==> src/rtl/periph_bus_arbiter.sv <==
// periph_bus_arbiter: round-robin arbiter that shares one mem_valid/mem_ready
// peripheral slave between two masters. The winning request is registered onto
// the slave port. Ready and read data return only to the granted master. The
// slave's trailing ready echo is masked, and a dead slave is cut off by a timeout.
module periph_bus_arbiter #(
  parameter int unsigned TIMEOUT      = 15,
  parameter logic [31:0] TIMEOUT_DATA = 32'hFFFF_FFFF
) (
  input  logic        clk,
  input  logic        resetn,
  // master 0 (CPU)
  input  logic        m0_valid,
  input  logic [31:0] m0_addr,
  input  logic [31:0] m0_wdata,
  input  logic        m0_we,
  output logic        m0_ready,
  output logic [31:0] m0_rdata,
  // master 1 (DMA / sequencer)
  input  logic        m1_valid,
  input  logic [31:0] m1_addr,
  input  logic [31:0] m1_wdata,
  input  logic        m1_we,
  output logic        m1_ready,
  output logic [31:0] m1_rdata,
  // shared slave port
  output logic        s_valid,
  output logic [31:0] s_addr,
  output logic [31:0] s_wdata,
  output logic        s_we,
  input  logic        s_ready,
  input  logic [31:0] s_q,
  output logic        timeout_pulse
);

  typedef enum logic [1:0] {
    IDLE  = 2'd0,
    REQ   = 2'd1,
    DRAIN = 2'd2
  } state_t;

  // Counter value on the last REQ cycle before the transaction is forced to end
  localparam logic [7:0] TO_LAST = 8'(TIMEOUT - 1);

  state_t      r_state;
  state_t      w_next_state;
  logic        r_last_grant;
  logic [31:0] r_addr;
  logic [31:0] r_wdata;
  logic        r_we;
  logic [7:0]  r_count;

  logic        w_any_req;
  logic        w_winner;
  logic        w_done;
  logic        w_timeout;
  logic [31:0] w_rdata;

  // Arbitration: a lone requester wins, a tie goes to the master not granted last
  always_comb begin
    w_any_req = m0_valid | m1_valid;
    if (m0_valid && m1_valid) begin
      w_winner = ~r_last_grant;
    end else begin
      w_winner = m1_valid;
    end
  end

  // State register; reset abandons any transaction in flight
  always_ff @(posedge clk or negedge resetn) begin
    if (!resetn) begin
      r_state <= IDLE;
    end else begin
      r_state <= w_next_state;
    end
  end

  // Next state, slave strobes and master completion; the DRAIN state swallows the ready echo
  always_comb begin
    w_next_state  = r_state;
    w_done        = 1'b0;
    w_timeout     = 1'b0;
    s_valid       = 1'b0;
    s_we          = 1'b0;
    timeout_pulse = 1'b0;
    case (r_state)
      IDLE: begin
        if (w_any_req) begin
          w_next_state = REQ;
        end
      end
      REQ: begin
        s_valid = 1'b1;
        s_we    = r_we;
        if (s_ready) begin
          w_done       = 1'b1;
          w_next_state = DRAIN;
        end else if (r_count == TO_LAST) begin
          w_done        = 1'b1;
          w_timeout     = 1'b1;
          timeout_pulse = 1'b1;
          w_next_state  = DRAIN;
        end
      end
      DRAIN: begin
        w_next_state = IDLE;
      end
      default: begin
        w_next_state = IDLE;
      end
    endcase

    w_rdata  = w_timeout ? TIMEOUT_DATA : s_q;
    m0_ready = w_done & ~r_last_grant;
    m1_ready = w_done & r_last_grant;
    m0_rdata = m0_ready ? w_rdata : 32'd0;
    m1_rdata = m1_ready ? w_rdata : 32'd0;
  end

  // Grant capture: latch the winner's request on entry to REQ and run the timeout counter
  always_ff @(posedge clk or negedge resetn) begin
    if (!resetn) begin
      r_last_grant <= 1'b1;
      r_addr       <= 32'd0;
      r_wdata      <= 32'd0;
      r_we         <= 1'b0;
      r_count      <= 8'd0;
    end else if (r_state == IDLE && w_any_req) begin
      r_last_grant <= w_winner;
      r_addr       <= w_winner ? m1_addr  : m0_addr;
      r_wdata      <= w_winner ? m1_wdata : m0_wdata;
      r_we         <= w_winner ? m1_we    : m0_we;
      r_count      <= 8'd0;
    end else if (r_state == REQ && !w_done) begin
      r_count <= r_count + 8'd1;
    end
  end

  assign s_addr  = r_addr;
  assign s_wdata = r_wdata;

endmodule

==> config.mk <==
export PLATFORM = sky130hd
export DESIGN_NAME = periph_bus_arbiter
export DESIGN_NICKNAME = d
export VERILOG_FILES = /design/src/rtl/periph_bus_arbiter.sv
export SDC_FILE = /design/constraint.sdc
export NUM_CORES = 1
export LEC_CHECK = 0
export CELL_PAD_IN_SITES_DETAIL_PLACEMENT = 0
export CELL_PAD_IN_SITES_GLOBAL_PLACEMENT = 1
export CORE_MARGIN = 10
export CORE_UTILIZATION = 24
export DETAILED_ROUTE_END_ITERATION = 10
export PLACE_DENSITY = 0.79
export SLEW_MARGIN = 20
export SYNTH_ARGS = -nofsm -noshare
export SYNTH_HDL_FRONTEND = slang
export SYNTH_SLANG_ARGS = --single-unit
==> constraint.sdc <==
create_clock -name clk -period 3.2 [get_ports clk]
set_input_delay 0.96 -clock clk [delete_from_list [all_inputs] [get_ports clk]]
set_output_delay 0.96 -clock clk [all_outputs]
set_load 0.01 [all_outputs]
==> impl_metrics.env, run 1 <==
export IMPL_status="finished, violations left"
export IMPL_violations="negative setup slack"
export IMPL_p_seq_share_pct=30.1
export IMPL_start_kind="input pin"
export IMPL_hold_path_class="reg -> reg"
export IMPL_vias=4304
export IMPL_irDropWorstVdd_mv=0.298
export IMPL_max_slew_worst_pin_slew_ps=484
export IMPL_cts_root_buf="clkbuf_16"
export IMPL_syn2layout_area_growth_pct=90.6
export IMPL_synth_area_sq_um=4160
export IMPL_arrival_ps=2310
export IMPL_cts_tree="yes"
export IMPL_syn_area_per_cell_sq_um=9.88
export IMPL_power_switching_mw=1.94
export IMPL_firstDrtPassIters=6
export IMPL_whs_path_depth=2
export IMPL_yosys_area_top_type="dfrtp_1"
export IMPL_place_hpwl_mm=13.3
export IMPL_cts_buffers=9
export IMPL_path_max_fanout=6
export IMPL_clockPowerShare_pct=18.3
export IMPL_synth_seq_area_share_pct=45.7
export IMPL_antenna_cells=0
export IMPL_fmax_ghz=0.305
export IMPL_cp_end_kind="output port"
export IMPL_dp_slack_ps=-671
export IMPL_synth_area_top_cells="dfrtp_1 45%, mux2i_1 16%, o21a_1 12%, o21ai_0 8.3%, nand2_1 6.5%"
export IMPL_final_cell_mix="230 x clkdlybuf4s50_1, 75 x dfrtp_1, 72 x nand2_1, 68 x o21ai_0, 66 x mux2i_1"
export IMPL_wl_mm=17.7
export IMPL_maxSlewHeadroom_pct=67.7
export IMPL_grt_max_degree=97
export IMPL_die_x_microns=152
export IMPL_finalHoldViolCount=0
export IMPL_grt_usage_pct=14.7
export IMPL_cap_viol_max_count=0
export IMPL_crit_path_top_delay_cell="or3b_4"
export IMPL_yosys_warnings=0
export IMPL_slowest_delay_ps=380
export IMPL_path_common_cell="buf_6"
export IMPL_maxSlewViolCount=0
export IMPL_synth_top_area_share_pct=45.1
export IMPL_gp_congestion=0.883
export IMPL_ys_ff_latch=76
export IMPL_clock_sinks=76
export IMPL_m1WireLength_mm=6.06
export IMPL_io_pins=300
export IMPL_switching_share_pct=35.5
export IMPL_ff2ff_path_depth=5
export IMPL_finalCriticalPeriod_ps=3270
export IMPL_rows=48
export IMPL_setup_ws_ps=-73.9
export IMPL_insertion_delay_ps=340
export IMPL_finish_instance_area_sq_um=7930
export IMPL_clk_path_buf_depth=2
export IMPL_clk_pin_slew_ps=60
export IMPL_grt_ovfl_total=0
export IMPL_first_iter_violations=102
export IMPL_worstPathCellList="buf_6 > or3b_4 > nor2_4 > buf_6 > buf_6 > buf_12 > buf_12 > buf_16 > o21a_1 > buf_2"
export IMPL_intPower_mw=3.52
export IMPL_required_ps=2240
export IMPL_rsz0062_at_grt="true"
export IMPL_core_sq_um=17200
export IMPL_die_h_microns=152
export IMPL_wl_met2_mm=8.85
export IMPL_post_route_period_util_pct=102
export IMPL_drive_gt1_share_pct=18.3
export IMPL_wl_per_cell_microns=18.4
export IMPL_setup_viol=17
export IMPL_path_delay_family="buffers and inverters"
export IMPL_antenna_found_initial=0
export IMPL_p_leak_nw=3.49
export IMPL_antenna_left=0
export IMPL_port_buffers=299
export IMPL_synth_cell_types=32
export IMPL_finalNetCount=905
export IMPL_die_area_sq_um=23000
export IMPL_path_class="in -> out"
export IMPL_power_total_mw=5.46
export IMPL_maxUsedRoutingLayer="met4"
export IMPL_finalClockSkew_ps=8.00
export IMPL_syn_instance_count=421
export IMPL_viasPerCell=4.46
export IMPL_met3_length_mm=2.45
export IMPL_cts_htree_levels=3
export IMPL_syn_nets=590
export IMPL_initial_core_util_pct=24.2
export IMPL_p_comb_share_pct=51.5
export IMPL_grt_pass1_wl_mm=26.1
export IMPL_grt_pass1_vias=4722
export IMPL_layout_commonest_cell="clkdlybuf4s50_1"
export IMPL_finalSetupTns_ps=-998
export IMPL_path_depth=10
export IMPL_detail_route_drc_violations=0
export IMPL_dpl_cell_area_sq_um=7410
export IMPL_crit_buf_inv=7
export IMPL_powerDensity_nw_per_um2=689
[cells by family after synthesis]
kind of cell,after synthesis,synth area share [%]
compound gates,140,21.3
xor+xnor,2,0.421
fa+ha+maj,2,0.601
buf+inv,39,5.11
flops,76,45.7
mux,67,16.1
simple gates,95,10.6
[stage by stage]
step                      util [%]  hold WS (ps)  std cells
after floorplan                  -           441        421
after global placement        43.2           458        921
after detailed placement      43.2           463        921
after CTS                     46.2           476        962
after global routing          46.2           496        964
final                         46.2           472        964
[power groups by stage]
stage / Clock [mW] / Combinational (mW) / Sequential (mW)
finish: 1.00 / 2.82 / 1.65
global route: 1.08 / 3.07 / 1.71
CTS: 1.04 / 2.83 / 1.66
detailed placement: 0 / 2.78 / 1.67
global placement: 0 / 2.75 / 1.64
floorplan: 0 / 0.989 / 1.82
[cell usage after synthesis, drive strengths merged]
master,number
mux2,1
mux2i,66
and4bb,1
or3b,1
o31ai,1
inv,3
nor3,2
o211ai,3
or3,2
ha,2
nor2,4
o21ai,69
nor3b,2
buf,29
or2b,1
nand2,72
dfstp,1
o21a,64
a21boi,1
nand3,7
and2,2
a21oi,1
clkbuf,7
a21o,1
dfrtp,75
and3,1
xnor2,1
xor2,1
[final cells by class]
class	instances	area (sq um)
fillers	1620	9250
repair buffers	340	3360
multi-input cells	306	2080
flip-flops and latches	76	1900
well taps	225	282
clock buffers	10	239
clock inverters	4	51.3
inverters	3	11.3
[final timing paths]
check                                 from           end  slack [ps]
min in group asynchronous           resetn    s_addr[24]         580
worst min-delay path             s_addr[0]     s_addr[0]         470
worst max register to register  r_state[1]    r_count[3]        1420
worst max-delay path               s_ready  m0_rdata[19]         -70
max in group asynchronous           resetn  r_last_grant        1960
worst min register to register   s_addr[0]     s_addr[0]         470
[sequential cells by signal, indices dropped and copies added (netlist names)]
register,count
s_wdata,32
r_last_grant,1
s_addr,32
r_count,8
r_we,1
r_state,2
[worst register-to-register path, cell delays in order (launching register included)]
cell      delay [ps]
dfrtp_1          410
or3b_4           430
buf_4            150
a21o_2           270
or3_1            370
o211ai_1          80
[routing by layer]
layer | up-vias | global-route usage (%)
met5 | - | 0
met4 | 0 | 5.43
met3 | 19 | 7.25
met2 | 231 | 26.6
met1 | 1952 | 13.9
li1 | 2102 | -
[repair_timing]
action,4_1_cts,5_1_grt
cloned,8,1
gates resized for setup,239,39
pin swaps,12,11
setup endpoints to repair,67,59
hold buffers,0,0
setup buffers,19,5
Note: power is estimated with default switching activity, not from simulation.
==> run 2, diff against run 1 <==
--- a/config.mk
+++ b/config.mk
@@ -5,6 +5,7 @@
 export SDC_FILE = /design/constraint.sdc
 export NUM_CORES = 1
 export LEC_CHECK = 0
+export ABC_CLOCK_PERIOD_IN_PS = 3200
 export CELL_PAD_IN_SITES_DETAIL_PLACEMENT = 0
 export CELL_PAD_IN_SITES_GLOBAL_PLACEMENT = 1
 export CORE_MARGIN = 10
==> results of run 2 <==
Same layout as run 1: the final DEF is identical, and so are final timing and power.
